### config.mk
export PLATFORM = sky130hd
export DESIGN_NAME = sdram_bist
export DESIGN_NICKNAME = d
export VERILOG_FILES = /design/src/rtl/sdram_bist_pkg.sv /design/src/rtl/sdram_bist_pattern.sv /design/src/rtl/sdram_bist.sv
export SDC_FILE = /design/constraint.sdc
export NUM_CORES = 1
export LEC_CHECK = 0
export ABC_AREA = 1
export CAP_MARGIN = 20
export CORE_MARGIN = 2
export CORE_UTILIZATION = 55
export CTS_CLUSTER_DIAMETER = 50
export CTS_CLUSTER_SIZE = 16
export DETAILED_ROUTE_END_ITERATION = 8
export GPL_TIMING_DRIVEN = 0
export PLACE_DENSITY = 0.82
export SYNTH_ARGS = -nofsm -noshare
export SYNTH_HDL_FRONTEND = slang
export SYNTH_SLANG_ARGS = --single-unit
### constraint.sdc
create_clock -name clk_i -period 3.4 [get_ports clk_i]
set_clock_uncertainty 0.2 [all_clocks]
set_input_delay 0.85 -clock clk_i [delete_from_list [all_inputs] [get_ports clk_i]]
set_output_delay 0.85 -clock clk_i [all_outputs]
set_load 0.01 [all_outputs]
### src/rtl/sdram_bist_pkg.sv
// rtl/sdram_bist_pkg.sv - FSM state codes, pattern modes and pattern constants for sdram_bist
package sdram_bist_pkg;

  localparam logic [2:0] ST_IDLE   = 3'd0;
  localparam logic [2:0] ST_WFILL  = 3'd1;
  localparam logic [2:0] ST_WCMD   = 3'd2;
  localparam logic [2:0] ST_RCMD   = 3'd3;
  localparam logic [2:0] ST_RDRAIN = 3'd4;
  localparam logic [2:0] ST_DONE   = 3'd5;

  typedef enum logic [1:0] {
    MODE_ALT  = 2'd0,
    MODE_ADR  = 2'd1,
    MODE_WALK = 2'd2,
    MODE_LFSR = 2'd3
  } mode_e;

  localparam logic [15:0] LFSR_SEED = 16'hACE1;
  localparam logic [15:0] LFSR_MASK = 16'hB400;
  localparam logic [7:0]  ALT_EVEN  = 8'hAA;
  localparam logic [7:0]  ALT_ODD   = 8'h55;

  // Galois right-shift form: feedback taps applied when the bit shifted out is 1.
  function automatic logic [15:0] lfsr_next(input logic [15:0] s);
    return s[0] ? ((s >> 1) ^ LFSR_MASK) : (s >> 1);
  endfunction

endpackage

### src/rtl/sdram_bist_pattern.sv
// rtl/sdram_bist_pattern.sv - expected/write word generator, shared by the write and read phases
module sdram_bist_pattern
  import sdram_bist_pkg::*;
#(
  parameter int DATA_W = 16
) (
  input  logic              clk_i,
  input  logic              rst_ni,
  input  logic              restart_i,
  input  logic              step_i,
  input  logic [1:0]        mode_i,
  input  logic              index_odd_i,
  input  logic [DATA_W-1:0] adr_word_i,
  output logic [DATA_W-1:0] word_o
);

  localparam logic [DATA_W-1:0] WALK_INIT = {{(DATA_W-1){1'b0}}, 1'b1};

  logic [15:0]       lfsr_q, lfsr_d;
  logic [DATA_W-1:0] walk_q, walk_d;
  logic [DATA_W-1:0] alt_word;
  logic [DATA_W-1:0] lfsr_word;

  // The walking one rotates with each word, which equals 1 << (index mod DATA_W)
  // without needing a divider for non-power-of-two widths.
  always_comb begin
    lfsr_d = lfsr_q;
    walk_d = walk_q;
    if (restart_i) begin
      lfsr_d = LFSR_SEED;
      walk_d = WALK_INIT;
    end else if (step_i) begin
      lfsr_d = lfsr_next(lfsr_q);
      walk_d = {walk_q[DATA_W-2:0], walk_q[DATA_W-1]};
    end
  end

  always_ff @(posedge clk_i or negedge rst_ni) begin
    if (!rst_ni) begin
      lfsr_q <= LFSR_SEED;
      walk_q <= WALK_INIT;
    end else begin
      lfsr_q <= lfsr_d;
      walk_q <= walk_d;
    end
  end

  for (genvar j = 0; j < DATA_W; j++) begin : g_rep
    assign alt_word[j]  = index_odd_i ? ALT_ODD[j % 8] : ALT_EVEN[j % 8];
    assign lfsr_word[j] = lfsr_q[j % 16];
  end

  always_comb begin
    word_o = '0;
    case (mode_e'(mode_i))
      MODE_ALT:  word_o = alt_word;
      MODE_ADR:  word_o = adr_word_i;
      MODE_WALK: word_o = walk_q;
      MODE_LFSR: word_o = lfsr_word;
      default:   word_o = '0;
    endcase
  end

endmodule

### src/rtl/sdram_bist.sv
// rtl/sdram_bist.sv - SDRAM BIST engine: write bursts, read back, compare; SDRAM_BIST_LOOP_EN enables auto-repeat
module sdram_bist
  import sdram_bist_pkg::*;
#(
  parameter int DATA_W     = 16,
  parameter int ADR_W      = 25,
  parameter int LEN_W      = 10,
  parameter int BURST_LEN  = 8,
  parameter int NUM_BURSTS = 4
) (
  input  logic                clk_i,
  input  logic                rst_ni,
  input  logic                start_i,
  input  logic [1:0]          mode_i,
  input  logic [ADR_W-1:0]    start_adr_i,
  output logic                cmd_en_o,
  output logic                cmd_wr_rd_o,
  input  logic                cmd_av_i,
  output logic [LEN_W-1:0]    cmd_len_o,
  output logic [ADR_W-1:0]    cmd_adr_o,
  input  logic [LEN_W-1:0]    wr_remain_space_i,
  output logic                wr_en_o,
  output logic [DATA_W-1:0]   wr_data_o,
  output logic [DATA_W/8-1:0] wr_mask_o,
  input  logic                rd_av_i,
  output logic                rd_en_o,
  input  logic [DATA_W-1:0]   rd_data_i,
`ifdef SDRAM_BIST_LOOP_EN
  output logic [15:0]         loop_cnt_o,
`endif
  output logic                busy_o,
  output logic                done_o,
  output logic                pass_o,
  output logic [15:0]         err_cnt_o,
  output logic [ADR_W-1:0]    first_err_adr_o
);

  localparam int              KW     = (NUM_BURSTS > 1) ? $clog2(NUM_BURSTS) : 1;
  localparam logic [LEN_W-1:0] BL     = LEN_W'(BURST_LEN);
  localparam logic [LEN_W-1:0] LAST_W = LEN_W'(BURST_LEN - 1);
  localparam logic [ADR_W-1:0] BL_ADR = ADR_W'(BURST_LEN);
  localparam logic [KW-1:0]    LAST_K = KW'(NUM_BURSTS - 1);

  logic [2:0]        state_q, state_d;
  logic [1:0]        mode_q, mode_d;
  logic [ADR_W-1:0]  base_q, base_d;
  logic [ADR_W-1:0]  burst_adr_q, burst_adr_d;
  logic [ADR_W-1:0]  idx_q, idx_d;
  logic [ADR_W-1:0]  first_err_q, first_err_d;
  logic [LEN_W-1:0]  wcnt_q, wcnt_d;
  logic [KW-1:0]     bcnt_q, bcnt_d;
  logic [15:0]       err_q, err_d;

  logic              accept;
  logic              fill_ok;
  logic              mismatch;
  logic              pat_restart;
  logic [ADR_W-1:0]  word_adr;
  logic [DATA_W-1:0] adr_word;
  logic [DATA_W-1:0] exp_word;

  assign accept   = start_i && ((state_q == ST_IDLE) || (state_q == ST_DONE));
  // A burst is only begun with room for all of it, so it streams without gaps.
  assign fill_ok  = (wcnt_q != '0) || (wr_remain_space_i >= BL);
  assign word_adr = base_q + idx_q;

  assign wr_en_o     = (state_q == ST_WFILL) && fill_ok;
  assign rd_en_o     = (state_q == ST_RDRAIN) && rd_av_i;
  assign cmd_en_o    = ((state_q == ST_WCMD) || (state_q == ST_RCMD)) && cmd_av_i;
  assign cmd_wr_rd_o = (state_q == ST_RCMD);
  assign cmd_adr_o   = cmd_en_o ? burst_adr_q : '0;
  assign cmd_len_o   = BL;
  assign wr_data_o   = wr_en_o ? exp_word : '0;
  assign wr_mask_o   = '0;
  assign mismatch    = rd_en_o && (rd_data_i != exp_word);

  assign busy_o          = (state_q != ST_IDLE) && (state_q != ST_DONE);
  assign done_o          = (state_q == ST_DONE);
  assign pass_o          = done_o && (err_q == '0);
  assign err_cnt_o       = err_q;
  assign first_err_adr_o = first_err_q;

  for (genvar j = 0; j < DATA_W; j++) begin : g_adr
    if (j < ADR_W) begin : g_bit
      assign adr_word[j] = word_adr[j];
    end else begin : g_zero
      assign adr_word[j] = 1'b0;
    end
  end

  sdram_bist_pattern #(
    .DATA_W(DATA_W)
  ) u_pattern (
    .clk_i      (clk_i),
    .rst_ni     (rst_ni),
    .restart_i  (pat_restart),
    .step_i     (wr_en_o || rd_en_o),
    .mode_i     (mode_q),
    .index_odd_i(idx_q[0]),
    .adr_word_i (adr_word),
    .word_o     (exp_word)
  );

  always_comb begin
    state_d     = state_q;
    mode_d      = mode_q;
    base_d      = base_q;
    burst_adr_d = burst_adr_q;
    idx_d       = idx_q;
    wcnt_d      = wcnt_q;
    bcnt_d      = bcnt_q;
    err_d       = err_q;
    first_err_d = first_err_q;
    pat_restart = 1'b0;
    if (accept) begin
      state_d     = ST_WFILL;
      mode_d      = mode_i;
      base_d      = start_adr_i;
      burst_adr_d = start_adr_i;
      idx_d       = '0;
      wcnt_d      = '0;
      bcnt_d      = '0;
      err_d       = '0;
      first_err_d = '0;
      pat_restart = 1'b1;
    end else begin
      case (state_q)
        ST_WFILL: begin
          if (wr_en_o) begin
            idx_d = idx_q + ADR_W'(1);
            if (wcnt_q == LAST_W) begin
              wcnt_d  = '0;
              state_d = ST_WCMD;
            end else begin
              wcnt_d = wcnt_q + LEN_W'(1);
            end
          end
        end
        ST_WCMD: begin
          if (cmd_av_i) begin
            if (bcnt_q == LAST_K) begin
              // Read phase replays the same sequence from the first word.
              bcnt_d      = '0;
              burst_adr_d = base_q;
              idx_d       = '0;
              pat_restart = 1'b1;
              state_d     = ST_RCMD;
            end else begin
              bcnt_d      = bcnt_q + KW'(1);
              burst_adr_d = burst_adr_q + BL_ADR;
              state_d     = ST_WFILL;
            end
          end
        end
        ST_RCMD: begin
          if (cmd_av_i) begin
            burst_adr_d = burst_adr_q + BL_ADR;
            state_d     = ST_RDRAIN;
          end
        end
        ST_RDRAIN: begin
          if (rd_en_o) begin
            idx_d = idx_q + ADR_W'(1);
            if (mismatch) begin
              if (err_q != 16'hFFFF) err_d = err_q + 16'd1;
              if (err_q == '0) first_err_d = word_adr;
            end
            if (wcnt_q == LAST_W) begin
              wcnt_d = '0;
              if (bcnt_q == LAST_K) begin
                bcnt_d  = '0;
                state_d = ST_DONE;
              end else begin
                bcnt_d  = bcnt_q + KW'(1);
                state_d = ST_RCMD;
              end
            end else begin
              wcnt_d = wcnt_q + LEN_W'(1);
            end
          end
        end
        ST_DONE: begin
`ifdef SDRAM_BIST_LOOP_EN
          // Repeat with the captured mode/address; error state keeps accumulating.
          state_d     = ST_WFILL;
          burst_adr_d = base_q;
          idx_d       = '0;
          wcnt_d      = '0;
          bcnt_d      = '0;
          pat_restart = 1'b1;
`endif
        end
        ST_IDLE: ;
        default: state_d = ST_IDLE;
      endcase
    end
  end

  always_ff @(posedge clk_i or negedge rst_ni) begin
    if (!rst_ni) begin
      state_q     <= ST_IDLE;
      mode_q      <= '0;
      base_q      <= '0;
      burst_adr_q <= '0;
      idx_q       <= '0;
      wcnt_q      <= '0;
      bcnt_q      <= '0;
      err_q       <= '0;
      first_err_q <= '0;
    end else begin
      state_q     <= state_d;
      mode_q      <= mode_d;
      base_q      <= base_d;
      burst_adr_q <= burst_adr_d;
      idx_q       <= idx_d;
      wcnt_q      <= wcnt_d;
      bcnt_q      <= bcnt_d;
      err_q       <= err_d;
      first_err_q <= first_err_d;
    end
  end

`ifdef SDRAM_BIST_LOOP_EN
  logic [15:0] loop_cnt_q;

  always_ff @(posedge clk_i or negedge rst_ni) begin
    if (!rst_ni) begin
      loop_cnt_q <= '0;
    end else if (accept) begin
      loop_cnt_q <= '0;
    end else if ((state_q == ST_RDRAIN) && (state_d == ST_DONE) && (loop_cnt_q != 16'hFFFF)) begin
      loop_cnt_q <= loop_cnt_q + 16'd1;
    end
  end

  assign loop_cnt_o = loop_cnt_q;
`endif

endmodule

==> summary.txt, run 1 <==
Run status
  – Status: complete, but fails checks
  – Failing checks: design-rule violations, negative setup slack

Critical path
  – Peak fanout along the critical path: 3
  – WP data required: 2.35 ns
  – R2R cell count: 21
  – CP arrival: 2.54 ns
  – CP Class: flop to primary output
  – Worst setup EP type: primary output
  – FF-to-FF setup slack: 0.07 ns
  – Setup crit start kind: flop

Clock tree
  – Clk buf depth: 2
  – Cts bufs inserted: 17
  – Clock root cell: clkbuf_16
  – Post-CTS Hold Buffers: 0
  – Clock slew at reported path FFs: 0.08 ns
  – Depth of the CTS H-tree: 4
  – Clock Sinks: 165
  – TritonCTS clock tree: yes
  – Worst skew pair latency: 0.45 ns

Placement
  – Placed Area: 0.0128 mm2
  – Placed cells: 1989
  – Post-DP HPWL: 25.6 mm
  – Final weighted congestion in routability-driven placement: 1.00
  – Port bufs: 143
  – Pre-CTS setup slack: -0.804 ns

Power and ir drop
  – Pwr/cell area: 923 mW/mm2
  – Switching Fraction: 50.2%
  – P_sw: 6.64 mW
  – Total power: 13.2 mW
  – LEAKAGE: 6.86 nW
  – Sequential Power Share: 26.5%
  – Peak supply drop: 0.000545 V
  – Clk pwr share: 14.8%
  – Pint: 6.59 mW
  – Combinational group share of total power: 58.7%

Global routing
  – Tot GR Track Use: 32.4%
  – Vias in the first global route: 10900
  – Initial antenna violation count: 0
  – First-pass GRT wire length: 55.4 mm
  – Pin count of the biggest net entering global routing: 118
  – GRT Residual Overflow: 0

Synthesis
  – Seq/Total Area, Yosys: 37.7%
  – Dominant cells by area after synthesis: dfrtp_1, nand2_1, nor2_1
  – Syn Area/Cell: 6.99 um2
  – Synth top area share: 35.6%
  – Synth async-reset ratio: 100%
  – Number of synthesized flops with an enable pin: 0
  – Synth warn: 0
  – Top FF cell, synth: dfrtp_1
  – Synth unique cells: 47
  – Cells after Synth: 1570
  – Biggest area consumer among synthesized cells: dfrtp_1
  – Post-Synthesis Cell Area: 0.0110 mm2
  – Seq cells post-synth: 165

Min path
  – Tightest Hold Check Type: input port to async pin

Routing
  – Drt pass-1 iters: 9
  – DR iter-0 viols: 1180
  – Vias/cell: 5.81
  – Vias: 12000
  – DRC: 1
  – WL per Instance: 17.4 um
  – DRT antenna net count: 0
  – DRT Wirelength: 36.1 mm

Finish
  – Non-Filler Instances: 2074
  – Layout Nets: 1886
  – Layout cell share with drive strength beyond 1: 14.9%
  – Area growth from synthesis to layout: 30.6%
  – Design area: 0.0143 mm2
  – N_diodes: 0

Timing
  – # setup viols final: 9
  – Slew Viols, Final: 0
  – PnR worst setup slack: -0.192 ns
  – Min Tclk post-route: 3.59 ns
  – RSZ-0062 raised after global routing: yes
  – Tightest Pin Transition: 0.781 ns
  – Final worst-path cycle share: 106%
  – Final Hold Vio Count: 0
  – Highest Clock Rate: 278 MHz
  – Headroom to the max-slew limit: 47.6%

Floorplanning
  – Core footprint: 0.0195 mm2
  – Initial core utilization: 56.2%
  – IO Count: 159
  – Die height: 145 um
  – FP Rows: 51
  – Die area: 0.0211 mm2
  – Die width: 145 um

Flow run
  – # Max-Cap Violations: 0
[path summary, 6_finish.rpt]
check	startpoint	end
max in group asynchronous	rst_ni	idx_q[4]
worst max register to register	base_q[6]	first_err_adr_o[10]
worst min register to register	first_err_adr_o[0]	first_err_adr_o[0]
worst max-delay path	base_q[2]	wr_data_o[15]
worst min-delay path	rst_ni	wcnt_q[6]
min in group clk_i	first_err_adr_o[0]	first_err_adr_o[0]
[synth_stat cells, types with 6 or more instances]
master,n
o31ai_1,13
a31oi_1,19
o21ai_1,7
inv_2,6
a21oi_1,77
nor3_1,28
nand3b_1,13
nand4_1,63
inv_1,182
xnor2_1,14
buf_4,13
nor2_1,196
dfstp_2,9
buf_2,17
o21ai_0,119
xor2_1,42
nand2_1,381
ha_1,31
nand3_1,96
dfrtp_1,156
clkbuf_1,33
nor4_1,13
[flip-flops by register name (all words and copies together), names as in the netlist]
name	flops
state_q	3
u_pattern.lfsr_q	16
bcnt_q	2
idx_q	25
burst_adr_q	25
mode_q	2
base_q	25
err_cnt_o	16
wcnt_q	10
u_pattern.walk_q	16
first_err_adr_o	25
[worst max-delay path, stage by stage, from the launching register on]
cell	delay, ns
dfrtp_1	0.44
ha_4	0.31
inv_1	0.05
nand2_1	0.15
nand3_1	0.15
nand2_2	0.12
buf_4	0.13
nand2_2	0.06
nand3b_1	0.17
nand3_4	0.12
nand2_4	0.09
nand2_2	0.05
nor2_1	0.10
buf_2	0.15
[logic make-up after synthesis]
group,synth area share [%]
buffers and inverters,9.73
AND/OR/NAND/NOR,32.0
XOR/XNOR,4.47
other,0.0684
AO/OA/AOI/OAI,12.3
adder cells (fa/ha/maj),3.72
flip-flops,37.7
[power groups by stage]
stage               sequential, mW  clock (mW)  combinational, mW
finish                        3.51        1.96               7.76
global route                  3.59        2.06               8.44
CTS                           3.49        1.96               7.17
detailed placement            3.47           0               6.80
global placement              3.46           0               6.65
floorplan                     3.35           0               4.37
[placed cells by master (no fill, tap or decap), types with 10 or more instances in the layout]
cell type        netlist  routed
xnor2_1               14      14
clkbuf_16              0      18
dfrtp_1              156     136
a31oi_1               19      19
clkbuf_1              33      30
ha_1                  31      16
o21ai_0              119     117
conb_1                 2      12
buf_2                 17      29
inv_1                182     182
nor4_1                13      10
nand3b_1              13      13
buf_6                  3      10
nand4_1               63      63
ha_4                   0      15
clkdlybuf4s50_1        0     117
nand2_2                1      31
nor3_1                28      28
buf_4                 13      60
nand3_1               96      84
o31ai_1               13      13
nand2_1              381     342
dfrtp_2                0      20
a21oi_1               77      71
nand2_4                1      10
xor2_1                42      42
nor2_1               196     188
[per-stage QoR]
step,hold slack [ns],TNS (ns),utilization [%]
floorplan,0.253,0,-
finish,0.0885,-1.19,73.4
global placement,0.258,-908.37,65.4
CTS,0.113,-0.796,70.9
global route,0.105,-3.18,73.4
detailed placement,0.261,-33.76,65.6
[repair_timing]
item	CTS	global route
endpoints found under the setup margin	43	64
pin swaps	18	39
buffers inserted	19	31
gates cloned	1	2
gates resized for setup	136	89
[layer usage]
metal / GRT usage (%) / share of wire, %
met5: 0 / 0
met4: 12.1 / 4.1
met3: 6.48 / 8.6
met2: 52.8 / 47
met1: 42.8 / 40
[layout make-up]
cell class | count | area [um2]
repair buffers | 197 | 1830
flip-flops and latches | 165 | 4170
multi-input cells | 1155 | 6310
plain buffers | 69 | 395
fillers | 1522 | 5190
clock buffers | 18 | 439
inverters | 191 | 717
well taps | 265 | 332
clock inverters | 14 | 150
Note: power is estimated with default switching activity, not from simulation.
==> run 2: changes to the inputs <==
==> constraint.sdc (replaced) <==
create_clock -name clk_i -period 3.39 [get_ports clk_i]
set_clock_uncertainty 0.2 [all_clocks]
set_input_delay 0.8475 -clock clk_i [delete_from_list [all_inputs] [get_ports clk_i]]
set_output_delay 0.8475 -clock clk_i [all_outputs]
set_load 0.01 [all_outputs]
==> run 2 against run 1 <==
The flow finishes with violations (negative setup slack). Sequential cell count unchanged. Utilization up 0.058 points. Die area unchanged. Design area about the same. Hold slack about the same. Register-to-register slack worse by 0.03 ns. Non-clock buffer count up 1. Power up 0.38%. Setup slack better by 0.019 ns. Critical path depth unchanged. Via count down 0.57%. Final cell count about the same. Critical path type unchanged. Largest cell class unchanged.
==> summary.txt, run 2 (synthesis results as in run 1) <==
Global routing
  – First-pass GRT wire length: 55.4 mm (unchanged)
  – Initial antenna violation count: 0 (unchanged)
  – GRT Residual Overflow: 0 (unchanged)
  – Pin count of the biggest net entering global routing: 118 (unchanged)
  – Tot GR Track Use: 32.4% (unchanged)
  – Vias in the first global route: 10900 (unchanged)

Floorplanning
  – Die area: 0.0211 mm2 (unchanged)
  – Core footprint: 0.0195 mm2 (unchanged)
  – IO Count: 159 (unchanged)
  – Initial core utilization: 56.2% (unchanged)
  – FP Rows: 51 (unchanged)
  – Die height: 145 um (unchanged)
  – Die width: 145 um (unchanged)

Min path
  – Tightest Hold Check Type: input port to async pin

Clock tree
  – Post-CTS Hold Buffers: 0 (unchanged)
  – Depth of the CTS H-tree: 4 (unchanged)
  – Clock root cell: clkbuf_16
  – Clock slew at reported path FFs: 0.08 ns (about the same)
  – Clk buf depth: 2 (unchanged)
  – Worst skew pair latency: 0.45 ns (about the same)
  – TritonCTS clock tree: yes
  – Clock Sinks: 165 (unchanged)
  – Cts bufs inserted: 17 (unchanged)

Timing
  – Total negative slack: -1.17 ns (+0.0208 ns)
  – Worst hold slack: 0.0886 ns (+0.0000628 ns)
  – RSZ-0062 raised after global routing: yes
  – # setup viols final: 9 (unchanged)
  – PnR worst setup slack: -0.172 ns (+0.0194 ns)
  – Final worst-path cycle share: 105%
  – Final Hold Vio Count: 0 (unchanged)
  – Min Tclk post-route: 3.56 ns
  – Headroom to the max-slew limit: 46.9% (-0.66 points)
  – Slew Viols, Final: 0 (unchanged)
  – Highest Clock Rate: 281 MHz
  – Tightest Pin Transition: 0.790 ns (+0.00987 ns)

Routing
  – WL met1: 14.4 mm (-1.3%)
  – DR iter-0 viols: 1225 (+3.8%)
  – DRT Wirelength: 36.0 mm (-0.32%)
  – Routed met2 length: 16.9 mm (about the same)
  – DRT antenna net count: 0 (unchanged)
  – DRC: 0 (-1)
  – Met3 Wirelength: 3.25 mm (+5.0%)
  – Vias: 12000 (-0.57%)
  – WL per Instance: 17.3 um (-0.37%)
  – Vias/cell: 5.77 (-0.62%)
  – Highest metal layer with signal wires: met4
  – Drt pass-1 iters: 7 (-2)

Finish
  – N_diodes: 0 (unchanged)
  – Layout cell share with drive strength beyond 1: 14.9% (+0.047 points)
  – Area growth from synthesis to layout: 30.7% (about the same)
  – Most common cell after layout, fill and taps aside: nand2_1
  – Design area: 0.0143 mm2 (about the same)
  – Layout Nets: 1887 (+0.053%)
  – Commonest non-fill, non-tap cells in the layout: nand2_1, nor2_1, inv_1

Critical path
  – CP Class: flop to primary output
  – Worst setup EP type: primary output
  – Buffer and inverter count on the worst path: 3 (unchanged)
  – FF-to-FF setup slack: 0.04 ns (-0.03 ns)
  – Worst path max stage delay: 0.45 ns (about the same)
  – CP max stage cell: dfrtp_1
  – WP data required: 2.34 ns (about the same)
  – Top cell by count, worst path: nand2_2
  – Reg2reg start: base_q[0]
  – Setup crit start kind: flop
  – Cell family with most CP delay: simple AND/OR/NAND/NOR gates
  – R2R cell count: 22 (+4.8%)
  – R2r endpoint: first_err_adr_o[4]
  – Worst-path cell chain: ha_4 > inv_1 > nand2_1 > nand3_1 > nand2_2 > buf_4 > nand2_2 > nand3b_1 > nand3_4 > nand2_4 > nand2_2 > nor2_1 > buf_2
  – Peak fanout along the critical path: 3 (unchanged)
  – CP arrival: 2.51 ns (-0.03 ns)

Placement
  – Post-DP HPWL: 25.6 mm (unchanged)
  – Final weighted congestion in routability-driven placement: 1.00 (unchanged)
  – Placed Area: 0.0128 mm2 (unchanged)
  – Port bufs: 143 (unchanged)
  – Pre-CTS setup slack: -0.809 ns (-0.00500 ns)

Power and ir drop
  – LEAKAGE: 6.87 nW (+0.21%)
  – Peak supply drop: 0.000545 V (about the same)
  – Pwr/cell area: 926 mW/mm2 (+0.30%)
  – Total power: 13.3 mW (+0.38%)

Run status
  – Failing checks: negative setup slack
  – Status: complete, but fails checks

Flow run
  – # Max-Cap Violations: 0 (unchanged)
run 2: cell count changes in the layout (fill, tap and decap cells not counted):
| cell | previous run | this run |
|---|---|---|
| buf_6 | 10 | 9 |
| buf_8 | 2 | 3 |
| buf_4 | 60 | 61 |
run 2: worst max path at each step:
stage / start / to / slack (ns) / cells after the start
floorplan: wr_remain_space_i[8] / wr_data_o[11] / 0.40 / 6
global placement: rst_ni / u_pattern.lfsr_q[8] / -5.47 / 1
detailed placement: wr_remain_space_i[8] / wr_data_o[14] / -0.81 / 8
CTS: base_q[0] / wr_data_o[14] / -0.22 / 14
global route: base_q[2] / wr_data_o[13] / -0.26 / 12
finish: base_q[2] / wr_data_o[15] / -0.17 / 13
run 2: metrics by stage:
stage,utilization (%),instances
6_report,73.5,2075
2_1_floorplan,-,1580
5_1_grt,73.5,2075
3_5_place_dp,65.6,1989
3_3_place_gp,65.4,1988
4_1_cts,70.9,2041
run 2: layer usage:
metal  vias up  GRT usage, %
met2       651          52.8
li1       5606             -
met5         -             0
met3       110          6.48
met1      5611          42.8
met4         0          12.1
run 2: report_power, final:
part | switching [mW] | internal, mW
registers | 0.761 | 2.77
clock network | 0.954 | 1.01
logic | 4.94 | 2.85
total | 6.66 | 6.63
run 2: area by class of cell:
cell class | count | area, um2
repair buffers | 198 | 1830
inverters | 191 | 717
clock buffers | 18 | 439
flip-flops and latches | 165 | 4170
clock inverters | 14 | 150
well taps | 265 | 332
multi-input cells | 1155 | 6310
plain buffers | 69 | 399
fillers | 1522 | 5180
run 2: repair_timing:
action / CTS / global route
setup buffers: 19 / 32
endpoints found under the setup margin: 43 / 76
cloned: 1 / 2
pin swaps: 18 / 39
endpoints found under the hold margin: 0 / 0
resized for setup: 136 / 90
==> run 3: changes to the inputs <==
--- a/config.mk
+++ b/config.mk
@@ -12,8 +12,9 @@
 export CTS_CLUSTER_DIAMETER = 50
 export CTS_CLUSTER_SIZE = 16
 export DETAILED_ROUTE_END_ITERATION = 8
+export DONT_BUFFER_PORTS = 1
 export GPL_TIMING_DRIVEN = 0
-export PLACE_DENSITY = 0.82
+export PLACE_DENSITY = 0.71
 export SYNTH_ARGS = -nofsm -noshare
 export SYNTH_HDL_FRONTEND = slang
 export SYNTH_SLANG_ARGS = --single-unit
==> run 3 against run 2 <==
The run ends with negative hold slack, negative setup slack left. Global-route usage is 1.3 points lower. Design area is 12% lower. Non-clock buffer count is 174 lower. Final cell count is 8.4% lower. Utilization is 8.8 points lower. Sequential share of layout area is 3.9 points higher. Sequential power is 2% higher. Maximum frequency is 4.0% higher. Register-to-register slack better by 0.12 ns. Count of clock-buffer cells in the layout is 1 higher. Die area stayed put. Critical path type unchanged.
==> summary.txt, run 3 (synthesis results as in run 1) <==
Run status
  – Status: complete, but fails checks
  – Failing checks: negative hold slack, negative setup slack

Power and ir drop
  – P_sw: 6.25 mW (-6.1%)
  – LEAKAGE: 6.00 nW (-13%)
  – Pint: 6.07 mW (-8.4%)
  – Switching Fraction: 50.8% (+0.63 points)
  – Sequential Power Share: 29.3% (+2.7 points)
  – Pwr/cell area: 976 mW/mm2 (+5.4%)
  – Combinational group share of total power: 53.6% (-5.1 points)
  – Peak supply drop: 0.000748 V (+37%)
  – Clk pwr share: 17.1% (+2.3 points)

Timing
  – Tightest Pin Transition: 0.700 ns (-0.0904 ns)
  – # setup viols final: 3 (-6)
  – RSZ-0062 raised after global routing: yes
  – Min Tclk post-route: 3.43 ns (-0.136 ns)
  – Highest Clock Rate: 292 MHz (+4.0%)
  – Headroom to the max-slew limit: 53.0% (+6.1 points)
  – Worst hold slack: -0.103 ns (-0.191 ns)
  – PnR worst setup slack: -0.0359 ns (+0.136 ns)
  – Final worst-path cycle share: 101% (-4.0 points)
  – Slew Viols, Final: 0 (unchanged)
  – Final Hold Vio Count: 156 (+156)

Floorplanning
  – Die width: 145 um (unchanged)
  – Die area: 0.0211 mm2 (unchanged)
  – IO Count: 159 (unchanged)
  – Initial core utilization: 56.2% (unchanged)
  – FP Rows: 51 (unchanged)
  – Die height: 145 um (unchanged)
  – Core footprint: 0.0195 mm2 (unchanged)

Global routing
  – Pin count of the biggest net entering global routing: 166 (+41%)
  – First-pass GRT wire length: 52.4 mm (-5.5%)
  – Tot GR Track Use: 31.1% (-1.3 points)
  – GRT Residual Overflow: 0 (unchanged)
  – Vias in the first global route: 10000 (-8.2%)
  – Initial antenna violation count: 0 (unchanged)

Critical path
  – Setup crit start kind: flop
  – Worst setup EP type: primary output
  – FF-to-FF setup slack: 0.16 ns (+0.12 ns)
  – CP Class: flop to primary output
  – Peak fanout along the critical path: 3 (unchanged)
  – CP arrival: 2.38 ns (-0.13 ns)
  – WP data required: 2.34 ns (about the same)

Routing
  – DRC: 0 (unchanged)
  – Drt pass-1 iters: 5 (-2)
  – DR iter-0 viols: 845 (-31%)
  – DRT Wirelength: 33.5 mm (-6.9%)
  – WL per Instance: 17.6 um (+1.6%)
  – DRT antenna net count: 0 (unchanged)
  – WL met1: 14.5 mm (+0.63%)
  – Routed met2 length: 16.0 mm (-5.8%)
  – Vias: 10800 (-9.6%)
  – Met3 Wirelength: 2.42 mm (-25%)
  – Vias/cell: 5.70 (-1.3%)
  – Highest metal layer with signal wires: met4

Finish
  – Fill cells: 1839 (+21%)
  – Most common cell after layout, fill and taps aside: nand2_1
  – Commonest non-fill, non-tap cells in the layout: nand2_1, inv_1, nor2_1
  – N_diodes: 0 (unchanged)
  – Layout Nets: 1713 (-9.2%)
  – Layout cell share with drive strength beyond 1: 12.7% (-2.2 points)
  – Util after Layout: 64.6% (-8.8 points)
  – Area growth from synthesis to layout: 15.0%

Placement
  – Post-DP HPWL: 24.8 mm (-3.1%)
  – Final weighted congestion in routability-driven placement: 0.956 (-4.6%)
  – Port bufs: 0 (-100%)
  – Pre-CTS setup slack: -0.0784 ns (+0.730 ns)

Clock tree
  – Clk buf depth: 2 (unchanged)
  – Clock slew at reported path FFs: 0.07 ns (about the same)
  – TritonCTS clock tree: yes
  – Cts bufs inserted: 17 (unchanged)
  – Clock Sinks: 165 (unchanged)
  – Worst skew pair latency: 0.44 ns (about the same)
  – Clock root cell: clkbuf_16
  – Depth of the CTS H-tree: 4 (unchanged)

Flow run
  – # Max-Cap Violations: 0 (unchanged)

Min path
  – Tightest Hold Check Type: input port to async pin
-- run 3: worst max-delay path, stage by stage (launching register included) --
cell	delay (ns)
dfrtp_2	0.45
ha_4	0.18
fa_2	0.42
nand2_2	0.10
nand2_2	0.06
nand3_4	0.07
nand2_4	0.07
nand2_2	0.07
nand2_2	0.05
nand2_2	0.07
nand3_2	0.09
nand2_2	0.10
nand2_2	0.07
nor2_4	0.12
-- run 3: worst paths after layout --
path,from,to,cells past startpoint
setup / recovery,base_q[0],wr_data_o[10],13
hold reg to reg,bcnt_q[1],bcnt_q[1],2
min in group clk_i,bcnt_q[1],bcnt_q[1],2
hold / removal,rst_ni,wcnt_q[3],0
setup reg to reg,base_q[0],first_err_adr_o[22],18
max in group asynchronous,rst_ni,u_pattern.lfsr_q[13],0
-- run 3: cell type report --
class	count	area, um2	share of cell area, %
multi-input combinational	1155	6240	49.5
sequential	165	4160	32.9
inverter	191	717	5.68
clock buffer	19	453	3.59
buffer	69	358	2.83
tap	265	332	2.63
clock inverter	13	181	1.44
timing repair buffer	24	180	1.43
-- run 3: routing by layer --
metal / GRT usage, % / vias up
li1: - / 5246
met1: 42.0 / 5117
met2: 51.1 / 403
met3: 6.19 / 62
met4: 8.58 / 0
met5: 0 / -
-- run 3: timing repair --
| item | in CTS | in global routing |
|---|---|---|
| setup buffers | 10 | 14 |
| endpoints found under the hold margin | 156 | 156 |
| endpoints found under the setup margin | 15 | 53 |
| pin swaps | 12 | 22 |
| gates resized for setup | 68 | 45 |
-- run 3: through the flow --
step                      setup TNS, ns  hold WS, ns  instance area (um2)  std cells  power, mW
after floorplan                       0        0.253                11000       1580       7.74
after global routing             -0.741       -0.118                12600       1901       13.2
after global placement                0        0.267                11300       1845       9.40
after CTS                        -0.117       -0.112                12400       1887       12.0
after detailed placement         -0.888        0.273                11300       1845       9.53
final                           -0.0720       -0.103                12600       1901       12.3
-- run 3: power groups by stage --
| stage | sequential [mW] | clock [mW] | combinational [mW] |
|---|---|---|---|
| after floorplan | 3.36 | 0 | 4.38 |
| after global placement | 3.58 | 0 | 5.82 |
| after detailed placement | 3.60 | 0 | 5.93 |
| after CTS | 3.61 | 2.13 | 6.26 |
| after global routing | 3.71 | 2.21 | 7.32 |
| final | 3.61 | 2.10 | 6.60 |
